**src/rtl/spi_master_xfer.sv**
```systemverilog
// spi_master_xfer: single-frame SPI master with configurable width, divider,
// guard time and CPOL/CPHA. Host side is ready/valid; ss is active high.
module spi_master_xfer #(
  parameter int FRAME_BITS = 16,
  parameter int DIV_W      = 8,
  parameter int GUARD      = 4
) (
  input  logic                  clk,
  input  logic                  resetn,
  input  logic                  start_valid,
  output logic                  start_ready,
  input  logic [FRAME_BITS-1:0] tx_data,
  input  logic                  cpol,
  input  logic                  cpha,
  input  logic [DIV_W-1:0]      clkdiv,
  input  logic                  abort,
  output logic                  sclk,
  output logic                  ss,
  output logic                  mosi,
  input  logic                  miso,
  output logic                  rx_valid,
  output logic [FRAME_BITS-1:0] rx_data,
  output logic                  busy
);

  localparam int EW = $clog2(2 * FRAME_BITS);
  localparam int GW = $clog2(GUARD + 1);

  typedef enum logic [2:0] {
    S_IDLE,
    S_LEAD,
    S_SHIFT,
    S_TRAIL,
    S_DONE
  } state_e;

  state_e                  state_q, state_d;
  logic                    sclk_q, sclk_d;
  logic                    cpol_q, cpol_d;
  logic                    cpha_q, cpha_d;
  logic [DIV_W-1:0]        div_lim_q, div_lim_d;
  logic [DIV_W-1:0]        div_cnt_q, div_cnt_d;
  logic [EW-1:0]           edge_q, edge_d;
  logic [GW-1:0]           guard_q, guard_d;
  logic [FRAME_BITS-1:0]   tx_q, tx_d;
  logic [FRAME_BITS-1:0]   rx_sh_q, rx_sh_d;
  logic [FRAME_BITS-1:0]   rx_data_q, rx_data_d;
  logic                    rx_valid_q, rx_valid_d;

  logic ss_int;
  logic div_tc;
  logic lead_edge;
  logic last_edge;
  logic guard_tc;

  assign ss_int    = (state_q == S_LEAD) || (state_q == S_SHIFT) ||
                     (state_q == S_TRAIL);
  assign div_tc    = (div_cnt_q == div_lim_q);
  // Even toggles move sclk away from cpol.
  assign lead_edge = ~edge_q[0];
  assign last_edge = (edge_q == EW'(2 * FRAME_BITS - 1));
  assign guard_tc  = (guard_q == GW'(GUARD - 1));

  always_comb begin
    state_d    = state_q;
    sclk_d     = sclk_q;
    cpol_d     = cpol_q;
    cpha_d     = cpha_q;
    div_lim_d  = div_lim_q;
    div_cnt_d  = div_cnt_q;
    edge_d     = edge_q;
    guard_d    = guard_q;
    tx_d       = tx_q;
    rx_sh_d    = rx_sh_q;
    rx_data_d  = rx_data_q;
    rx_valid_d = 1'b0;
    unique case (state_q)
      S_IDLE: begin
        sclk_d = cpol;
        if (start_valid) begin
          tx_d      = tx_data;
          cpol_d    = cpol;
          cpha_d    = cpha;
          div_lim_d = clkdiv;
          guard_d   = '0;
          state_d   = S_LEAD;
        end
      end
      S_LEAD: begin
        if (guard_tc) begin
          div_cnt_d = '0;
          edge_d    = '0;
          state_d   = S_SHIFT;
        end else begin
          guard_d = guard_q + 1'b1;
        end
      end
      S_SHIFT: begin
        if (div_tc) begin
          div_cnt_d = '0;
          sclk_d    = ~sclk_q;
          edge_d    = edge_q + 1'b1;
          if (lead_edge ^ cpha_q) begin
            rx_sh_d = {rx_sh_q[FRAME_BITS-2:0], miso};
          end else if (cpha_q ? (edge_q != '0) : !last_edge) begin
            // MSB is already on mosi, so the first CPHA=1 launch is a no-op.
            tx_d = {tx_q[FRAME_BITS-2:0], 1'b0};
          end
          if (last_edge) begin
            guard_d = '0;
            state_d = S_TRAIL;
          end
        end else begin
          div_cnt_d = div_cnt_q + 1'b1;
        end
      end
      S_TRAIL: begin
        if (guard_tc) begin
          state_d = S_DONE;
        end else begin
          guard_d = guard_q + 1'b1;
        end
      end
      S_DONE: begin
        rx_data_d  = rx_sh_q;
        rx_valid_d = 1'b1;
        state_d    = S_IDLE;
      end
      default: state_d = S_IDLE;
    endcase
    if (abort && ss_int) begin
      state_d = S_IDLE;
      sclk_d  = cpol_q;
    end
  end

  always_ff @(posedge clk or negedge resetn) begin
    if (!resetn) begin
      state_q    <= S_IDLE;
      sclk_q     <= 1'b0;
      cpol_q     <= 1'b0;
      cpha_q     <= 1'b0;
      div_lim_q  <= '0;
      div_cnt_q  <= '0;
      edge_q     <= '0;
      guard_q    <= '0;
      tx_q       <= '0;
      rx_sh_q    <= '0;
      rx_data_q  <= '0;
      rx_valid_q <= 1'b0;
    end else begin
      state_q    <= state_d;
      sclk_q     <= sclk_d;
      cpol_q     <= cpol_d;
      cpha_q     <= cpha_d;
      div_lim_q  <= div_lim_d;
      div_cnt_q  <= div_cnt_d;
      edge_q     <= edge_d;
      guard_q    <= guard_d;
      tx_q       <= tx_d;
      rx_sh_q    <= rx_sh_d;
      rx_data_q  <= rx_data_d;
      rx_valid_q <= rx_valid_d;
    end
  end

  assign start_ready = (state_q == S_IDLE);
  assign busy        = (state_q != S_IDLE);
  assign ss          = ss_int;
  assign sclk        = sclk_q;
  assign mosi        = ss_int & tx_q[FRAME_BITS-1];
  assign rx_valid    = rx_valid_q;
  assign rx_data     = rx_data_q;

endmodule
```
**config.mk**
```make
export PLATFORM = sky130hd
export DESIGN_NAME = spi_master_xfer
export DESIGN_NICKNAME = d
export VERILOG_FILES = /design/src/rtl/spi_master_xfer.sv
export SDC_FILE = /design/constraint.sdc
export NUM_CORES = 1
export LEC_CHECK = 0
export CAP_MARGIN = 40
export CORE_AREA = 4 4 91 93
export DETAILED_ROUTE_END_ITERATION = 8
export DIE_AREA = 0 0 95 97
export GPL_ROUTABILITY_DRIVEN = 0
export HOLD_SLACK_MARGIN = 0.05
export PLACE_DENSITY = 0.84
export SYNTH_ARGS = -nofsm -noshare
export SYNTH_HDL_FRONTEND = slang
export SYNTH_SLANG_ARGS = --single-unit
```
**constraint.sdc**
```tcl
create_clock -name clk -period 2.4 [get_ports clk]
set_input_delay 0.48 -clock clk [delete_from_list [all_inputs] [get_ports clk]]
set_output_delay 0.48 -clock clk [all_outputs]
set_load 0.05 [all_outputs]
```
# ---- Yosys cells after proc, flatten, opt, wreduce, memory -nomap -nowiden
# Index checks and enable logic that the tools add are counted.
dict set report classes {
  n_addsub 3
  eq_ne 19
  muxes 28
  bitwise 4
  n_reduce_logical 20
}
# operator n
set ops {}
lappend ops {{$mux 16} 4}
lappend ops {{$pmux 16 s2} 1}
lappend ops {{$mux 3} 10}
lappend ops {{$mux 8} 2}
lappend ops {{$pmux 8 s2} 1}
lappend ops {{$ne 3x2->1 const B} 5}
lappend ops {{$reduce_and 5->1} 3}
lappend ops {{$ne 2x2->1 const B} 6}
lappend ops {{$pmux 3 s4} 1}
lappend ops {{$mux 5} 2}
lappend ops {{$pmux 5 s2} 1}
lappend ops {{$eq 3x2->1 const B} 3}
lappend ops {{$pmux 3 s3} 1}
lappend ops {{$reduce_bool 3->1} 3}
lappend ops {{$add 8x1->8 const B} 1}
lappend ops {{$eq 8x8->1} 1}
lappend ops {{$reduce_and 2->1} 3}
lappend ops {{$reduce_and 3->1} 2}
lappend ops {{$add 5x1->5 const B} 1}
lappend ops {{$eq 5x5->1 const B} 1}
lappend ops {{$reduce_bool 5->1} 1}
lappend ops {{$mux 1} 4}
lappend ops {{$reduce_bool 2->1} 2}
lappend ops {{$add 3x1->3 const B} 1}
lappend ops {{other kinds (12)} 14}
dict set report word_totals {
  regBits 79
  inputBits 31
  output_inout_bits 22
}

# ---- Longest topological paths before layout
# Gate-level depths: netlist (run 1).
dict set report logic_depth {
  ltp_word 7
  depth_mapped 9
  ltp_nobuf 8
}

# ---- Least setup slack after synthesis (run 1)
# Ideal clock, no wire load.
dict set report synth_path {
  path_type {reg-to-reg}
  from {reg state_q[0]}
  to {reg tx_q[10]}
  setup_time_ps 125
  arrival_time_ps 2879
  required_ps 2275
  path_slack_ps -604
  path_stages_with_launch 7
  n_path_buf 2
  path_cell_list {dfrtp_1 clkbuf_1 nor3_1 nand2_1 a21oi_2 buf_4 mux2_2}
}
dict set report synth_via {
  elab_chain_cells 3
  word_cells_on_any_way 9
  classes_between {eq/ne (5); mux (1); reduce/logical (3)}
}
# item line
set synth_rtl {}
lappend synth_rtl {{start: declaration} 37} ;# state_e state_q, state_d;
lappend synth_rtl {{start signal: assignment} 152} ;# state_q <= state_d;
lappend synth_rtl {{$logic_not 3->1 *} -}
lappend synth_rtl {{named net start_ready} 11} ;# output logic start_ready,
lappend synth_rtl {{$ne 2x2->1 (no source line) / $reduce_bool 2->1 (equally long branches)} -}
lappend synth_rtl {{$reduce_and 5->1 (no source line)} -}
lappend synth_rtl {{end signal: assignment} 160} ;# tx_q <= tx_d;
lappend synth_rtl {{end: declaration} 45} ;# logic [FRAME_BITS-1:0] tx_q, tx_d;
# The timed path passes the listed nets; every way through them passes the cells marked *.
# A chain may end at the register's enable or synchronous reset.

# ---- Final worst setup path (run 1)
dict set report layout_path {
  from {reg edge_q[1]}
  to {reg tx_q[11]}
}
dict set report layout_via {
  elab_chain_cells 5
  word_cells_on_any_way 6
  classes_between {eq/ne (2); mux (1); reduce/logical (3)}
}
# item line
set layout_rtl {}
lappend layout_rtl {{start: declaration} 43} ;# logic [EW-1:0] edge_q, edge_d;
lappend layout_rtl {{start signal: assignment} 158} ;# edge_q <= edge_d;
lappend layout_rtl {{$eq 5x5->1} 61} ;# assign last_edge = (edge_q == EW'(2 * FRAME_BITS - 1));
lappend layout_rtl {{$logic_not 1->1} 105} ;# end else if (cpha_q ? (edge_q != '0) : !last_edge) begin
lappend layout_rtl {{$mux 1 *} 105}
lappend layout_rtl {{$ne 2x1->1 (no source line) *} -}
lappend layout_rtl {{$reduce_and 5->1 (no source line) *} -}
# Mark *: on every way between the ends. The rest lies on a longest branch, timed or not.

==> flow_metrics.py, run 1 <==
metrics = {
    "timing": {
        "fin_setup_tns_ns": 0,
        "max_clock_freq_ghz": 0.441,
        "period_share_pct": 94.5,
        "finalWorstPathRequiredPeriod_ns": 2.27,
        "hold_violations": 0,
        "setup_viol_count_final": 0,
        "worst_clock_skew_ns": 0.00959,
        "fin_ws_ns": 0.132,
        "whs_ns": 0.0578,
        "slew_violations": 0,
        "worst_slew_pin_slew_ns": 0.536,
        "rsz0062_at_grt": "false",
        "relSlewSlack_pct": 64.1,
    },
    "job": {
        "maxCapViolCount": 0,
    },
    "yosys": {
        "synth_common_cells": "dfrtp_1, nand2_1, mux2_2",
        "synth_seq_cells": 79,
        "synth_top_area_share_pct": 54.6,
        "synth.area.top_cells": "dfrtp_1, mux2_2, nand2_1",
        "yosysSeqAreaShare_pct": 54.6,
        "netlist_area_um2": 3620,
        "syn_avg_cell_area_um2": 11.6,
        "ys_async_sr_fraction_pct": 100,
        "ys_types": 39,
        "yosysMostFrequentCell": "dfrtp_1",
        "synthFlopType": "dfrtp_1",
        "yosysWarnings": 0,
        "postSynthCellCount": 311,
        "syn-num-nets": 348,
        "synth_top_cell_by_area": "dfrtp_1",
        "synth_edf_count": 0,
    },
    "detailed_routing": {
        "first_pass_iters": 4,
        "drc": 0,
        "via_count": 2531,
        "drt-wirelength-per-cell_um": 14.9,
        "ant_nets": 0,
        "via_per_inst": 5.23,
        "first_iter_violations": 71,
        "drt-total-wl_mm": 7.21,
    },
    "clocking": {
        "clock_latency_ns": 0.35,
        "cts_root_buffer": "clkbuf_8",
        "cts_tree": "done",
        "cts_made_buffers": 9,
        "clock_sinks": 79,
        "clkTransAtPathRegs_ns": 0.09,
        "cts.htree.levels": 3,
        "ctsLongestPathBuffers": 2,
        "ctsHoldBuffers": 0,
    },
    "floorplan": {
        "start_util_pct": 48.1,
        "die_h_um": 97,
        "die_x_um": 95,
        "ios": 53,
        "core-area_um2": 7530,
        "die_area_um2": 9220,
        "rows": 32,
    },
    "setup_path": {
        "criticalPathCategory": "flip-flop to flip-flop",
        "cp-start-kind": "flip-flop",
        "path_max_fanout": 8,
        "worstPathRequired_ns": 2.64,
        "cp-end-kind": "flip-flop",
        "cp.arrival_ns": 2.50,
    },
    "global_route": {
        "grt_overflow": 0,
        "grt_max_degree": 49,
        "grt_pass1_wl_mm": 12.1,
        "groute.usage.overall_pct": 16.7,
        "antenna_found_initial": 0,
        "grt_pass1_vias": 2553,
    },
    "min_path": {
        "hold_path.class": "input port to asynchronous set/reset pin",
    },
    "cells_and_area": {
        "finish.net_count": 414,
        "fillers": 618,
        "drive_gt1_share_pct": 23.8,
        "regArea_um2": 1980,
        "final_cells": 484,
        "post-route-util_pct": 61.5,
        "n_antenna_cell": 0,
        "syn_to_final_growth_pct": 27.9,
        "multiInputGateArea_um2": 1590,
    },
    "power": {
        "switching_share_pct": 32.8,
        "p_seq_share_pct": 42.5,
        "internal-power_w": 0.00290,
        "power_frac_clock_pct": 25.6,
        "switchingPower_w": 0.00142,
        "ir_worst_vdd_uv": 489,
        "power_frac_comb_pct": 31.9,
        "power_density_nw_per_um2": 932,
        "p_leak_nw": 2.16,
    },
    "place": {
        "dp_slack_ns": 0.108,
        "dp.final_hpwl_mm": 5.07,
        "place_inst": 467,
        "io_buffers": 52,
    },
    "status": {
        "outcome": "complete, no violations",
    },
}
[final timing paths]
| check | endpoint | depth (start not counted) | startpoint | slack, ns |
|---|---|---|---|---|
| max in group asynchronous | div_cnt_q[1] | 2 | resetn | 1.76 |
| setup / recovery | tx_q[11] | 9 | edge_q[1] | 0.13 |
| setup reg to reg | tx_q[11] | 9 | edge_q[1] | 0.13 |
| hold / removal | tx_q[15] | 1 | resetn | 0.06 |
| hold reg to reg | rx_sh_q[15] | 1 | rx_sh_q[15] | 0.49 |
| min in group clk | rx_sh_q[15] | 1 | rx_sh_q[15] | 0.49 |
[registers in the layout (all words and copies together), names as in the netlist, 3 cells and up]
register	count
rx_data	16
rx_sh_q	16
tx_q	16
div_cnt_q	8
div_lim_q	8
edge_q	5
guard_q	3
state_q	3
[worst max-delay path: stages, from the launching register on]
cell	delay [ns]
dfrtp_1	0.40
ha_1	0.19
and3_1	0.18
ha_2	0.17
nor3b_2	0.17
a21oi_1	0.06
a211o_1	0.26
a21oi_4	0.21
clkbuf_16	0.19
mux2_1	0.32
[cell families after synthesis]
kind of cell               count (synthesis)  synth area share [%]
buffers and inverters                     20                  2.28
xor gates and xnor gates                  12                  2.90
muxes                                     59                  18.3
and+or+nand+nor                           98                  13.1
AOI/OAI and AO/OA                         37                  6.74
adders and majority gates                  6                  2.07
DFF                                       79                  54.6
[metrics by stage]
step           power (W)  cell area (um2)
2_1_floorplan    0.00277             3640
3_3_place_gp     0.00314             4370
3_5_place_dp     0.00320             4370
4_1_cts          0.00430             4590
5_1_grt          0.00456             4630
6_report         0.00431             4630
[placed cells by master (no fill, tap or decap), types with 2 or more instances in the layout]
cell | Yosys | final
a211oi_1 | 3 | 3
a21o_1 | 2 | 2
a21oi_1 | 4 | 4
a22o_1 | 5 | 5
and2_1 | 3 | 3
and3_1 | 2 | 2
buf_12 | 0 | 3
buf_4 | 2 | 16
bufinv_16 | 0 | 2
clkbuf_8 | 0 | 9
clkdlybuf4s50_1 | 0 | 47
clkinv_4 | 0 | 2
dfrtp_1 | 79 | 79
ha_1 | 6 | 5
inv_1 | 7 | 7
mux2_1 | 11 | 11
mux2_2 | 47 | 47
nand2_1 | 57 | 57
nand2b_1 | 2 | 2
nand3_1 | 5 | 5
nand3b_1 | 3 | 3
nor2_1 | 9 | 8
nor2b_1 | 2 | 2
nor3_1 | 4 | 3
nor3_4 | 1 | 2
nor4_2 | 2 | 2
nor4b_1 | 2 | 2
o21ai_0 | 15 | 15
or3_1 | 3 | 3
xnor2_1 | 2 | 2
xor2_1 | 10 | 10
[metal layers]
metal	up-vias	track usage [%]	wire, um
met3	9	3.73	243
met1	1269	20.7	3130
met5	-	0	0
li1	1218	-	-
met4	0	5.33	92
met2	35	28.5	3740
[area by class of cell]
| class | count | area share [%] |
|---|---|---|
| Clock buffer | 10 | 2.76 |
| Clock inverter | 6 | 2.03 |
| Inverter | 7 | 0.568 |
| Multi-Input combinational cell | 212 | 34.3 |
| Sequential cell | 79 | 42.7 |
| Tap cell | 102 | 2.76 |
| Timing Repair Buffer | 68 | 14.9 |
[power groups by stage]
stage,combinational (W),sequential [W],clock [W]
6_report,0.00137,0.00183,0.00110
5_1_grt,0.00151,0.00187,0.00118
3_5_place_dp,0.00134,0.00186,0
2_1_floorplan,0.000941,0.00182,0
4_1_cts,0.00135,0.00183,0.00111
3_3_place_gp,0.00130,0.00184,0
[what timing repair did]
action	CTS	global route
setup endpoints to repair	0	9
buffers inserted	0	0
resized for setup	0	3
No activity file was read; power rests on OpenSTA's default activity.
==> run 2: changes to the inputs <==
CTS_CLUSTER_SIZE = 10   (was not set)
GPL_ROUTABILITY_DRIVEN = 1   (was 0)
==> results of run 2 <==
No change in the layout: final DEF, timing and power equal those of run 1.
==> run 3: changes to the inputs <==
--- a/constraint.sdc
+++ b/constraint.sdc
@@ -3,2 +3,2 @@
 set_output_delay 0.48 -clock clk [all_outputs]
-set_load 0.05 [all_outputs]
+set_load 0.1 [all_outputs]
==> run 3 against run 2 <==
Against the previous run: critical path depth stayed put; combinational power is 20% higher; wire length is 2.7% higher; global-route usage is 0.49 points higher; first-iteration DRC count is 7.0% higher; clock skew is 0.0014 ns lower; die area stayed put; final cell count is 0.21% lower; clock power is 7% lower; count of clock-buffer cells in the layout is 1 lower; via count is 0.59% higher; critical path type unchanged.
==> flow_metrics.py, run 3 (synthesis gave the netlist of run 1 again) <==
metrics = {
    "cells_and_area": {
        "syn_to_final_growth_pct": 27.1,
        "post-route-util_pct": 61.1,
        "n_antenna_cell": 0,
        "final_common_cell": "dfrtp_1",
        "design_area_um2": 4600,
        "mostFrequentLayoutCells": "dfrtp_1, nand2_1, mux2_2",
        "drive_gt1_share_pct": 29.4,
        "fillers": 608,
        "finish.net_count": 413,
    },
    "timing": {
        "setup_viol_count_final": 0,
        "fin_ws_ns": 0.0714,
        "period_share_pct": 97.0,
        "slew_violations": 0,
        "max_clock_freq_ghz": 0.429,
        "whs_ns": 0.0875,
        "worst_clock_skew_ns": 0.00821,
        "worst_slew_pin_slew_ns": 0.511,
        "hold_violations": 0,
        "relSlewSlack_pct": 66.0,
        "finalWorstPathRequiredPeriod_ns": 2.33,
    },
    "global_route": {
        "grt_pass1_wl_mm": 12.5,
        "grt_pass1_vias": 2642,
        "grt_max_degree": 41,
        "grt_overflow": 0,
        "antenna_found_initial": 0,
        "groute.usage.overall_pct": 17.1,
    },
    "detailed_routing": {
        "first_iter_violations": 76,
        "via_per_inst": 5.27,
        "drt-wirelength-per-cell_um": 15.3,
        "drc": 0,
        "drt-total-wl_mm": 7.40,
        "met2WireLength_mm": 3.86,
        "highest_layer": "met4",
        "met1_length_mm": 3.18,
        "wl_met3_um": 274,
        "first_pass_iters": 5,
        "via_count": 2546,
        "ant_nets": 0,
    },
    "setup_path": {
        "cp-end-kind": "flip-flop",
        "crit_family": "compound AO/OA/AOI/OAI gates",
        "cp.arrival_ns": 2.57,
        "criticalPathCategory": "flip-flop to flip-flop",
        "reg2reg_from": "edge_q[1]",
        "cp_num_buf_inv": 1,
        "cp-start-kind": "flip-flop",
        "path_max_fanout": 8,
        "max_stage_delay_ns": 0.41,
        "cp_cell_sequence": "ha_2 -> and3_1 -> ha_1 -> nor3b_2 -> a21oi_1 -> a211o_1 -> a21oi_4 -> clkbuf_16 -> mux2_2",
        "cp_slowest_cell": "dfrtp_1",
        "crit_path_start": "edge_q[1]",
        "worstPathRequired_ns": 2.65,
    },
    "clocking": {
        "cts_root_buffer": "clkbuf_8",
        "cts_tree": "done",
        "ctsLongestPathBuffers": 2,
        "cts.htree.levels": 3,
        "clock_sinks": 79,
        "clkTransAtPathRegs_ns": 0.09,
        "clock_latency_ns": 0.35,
        "cts_made_buffers": 9,
        "ctsHoldBuffers": 0,
    },
    "power": {
        "power_density_nw_per_um2": 977,
        "ir_worst_vdd_uv": 468,
        "p_total_w": 0.00450,
        "p_leak_nw": 2.19,
    },
    "place": {
        "dp.final_hpwl_mm": 5.14,
        "dp_slack_ns": 0.112,
        "io_buffers": 52,
        "placed_cell_area_um2": 4360,
        "gp_congestion": 0.843,
    },
    "floorplan": {
        "ios": 53,
        "rows": 32,
        "die_x_um": 95,
        "die_h_um": 97,
        "die_area_um2": 9220,
        "start_util_pct": 48.1,
        "core-area_um2": 7530,
    },
    "min_path": {
        "hold_path.class": "input port to asynchronous set/reset pin",
    },
    "status": {
        "outcome": "complete, no violations",
    },
    "job": {
        "maxCapViolCount": 0,
    },
}
run 3: worst paths after layout:
path / endpoint / slack, ns / depth (start not counted)
max: tx_q[4] / 0.07 / 9
min in group clk: rx_sh_q[15] / 0.49 / 1
max reg2reg: tx_q[4] / 0.07 / 9
max in group asynchronous: div_lim_q[0] / 1.72 / 2
min: rx_data[3] / 0.09 / 1
min reg2reg: rx_sh_q[15] / 0.49 / 1
run 3: cell type report:
| cell class | count | area, um2 | area share, % |
|---|---|---|---|
| Clock buffer | 9 | 124 | 2.69 |
| Clock inverter | 7 | 80.1 | 1.74 |
| Inverter | 7 | 26.3 | 0.571 |
| Multi-Input combinational cell | 212 | 1600 | 34.7 |
| Sequential cell | 79 | 1980 | 43.0 |
| Tap cell | 102 | 128 | 2.77 |
| Timing Repair Buffer | 67 | 668 | 14.5 |
run 3: timing repair:
item | 4_1_cts | 5_1_grt
endpoints found under the hold margin | 0 | 0
setup endpoints to repair | 0 | 15
setup buffers | 0 | 1
gates resized for setup | 0 | 2
run 3: worst register-to-register path, stage by stage (launching register included):
cell and delay [ns]:
dfrtp_1 0.41, ha_2 0.19, and3_1 0.18, ha_1 0.20, nor3b_2 0.17, a21oi_1 0.05
a211o_1 0.27, a21oi_4 0.23, clkbuf_16 0.19, mux2_2 0.33
run 3: power by group:
group / total [W] / internal (W) / leakage, nW / switching, W
clock network: 0.00102 / 0.000495 / 0.102 / 0.000522
registers: 0.00183 / 0.00162 / 1.03 / 0.000209
logic: 0.00165 / 0.000741 / 1.06 / 0.000906
total: 0.00450 / 0.00286 / 2.19 / 0.00164
run 3: per-layer routing:
layer | global-route usage (%) | vias to the layer above
met2 | 28.8 | 51
li1 | - | 1219
met3 | 2.72 | 6
met5 | 0 | -
met4 | 7.33 | 0
met1 | 21.6 | 1270
run 3: metrics by stage:
step,TNS (ns),std cells
finish,0,483
global route,-0.194,483
CTS,0,481
detailed placement,0,465
global placement,0,465
floorplan,-0.130,311
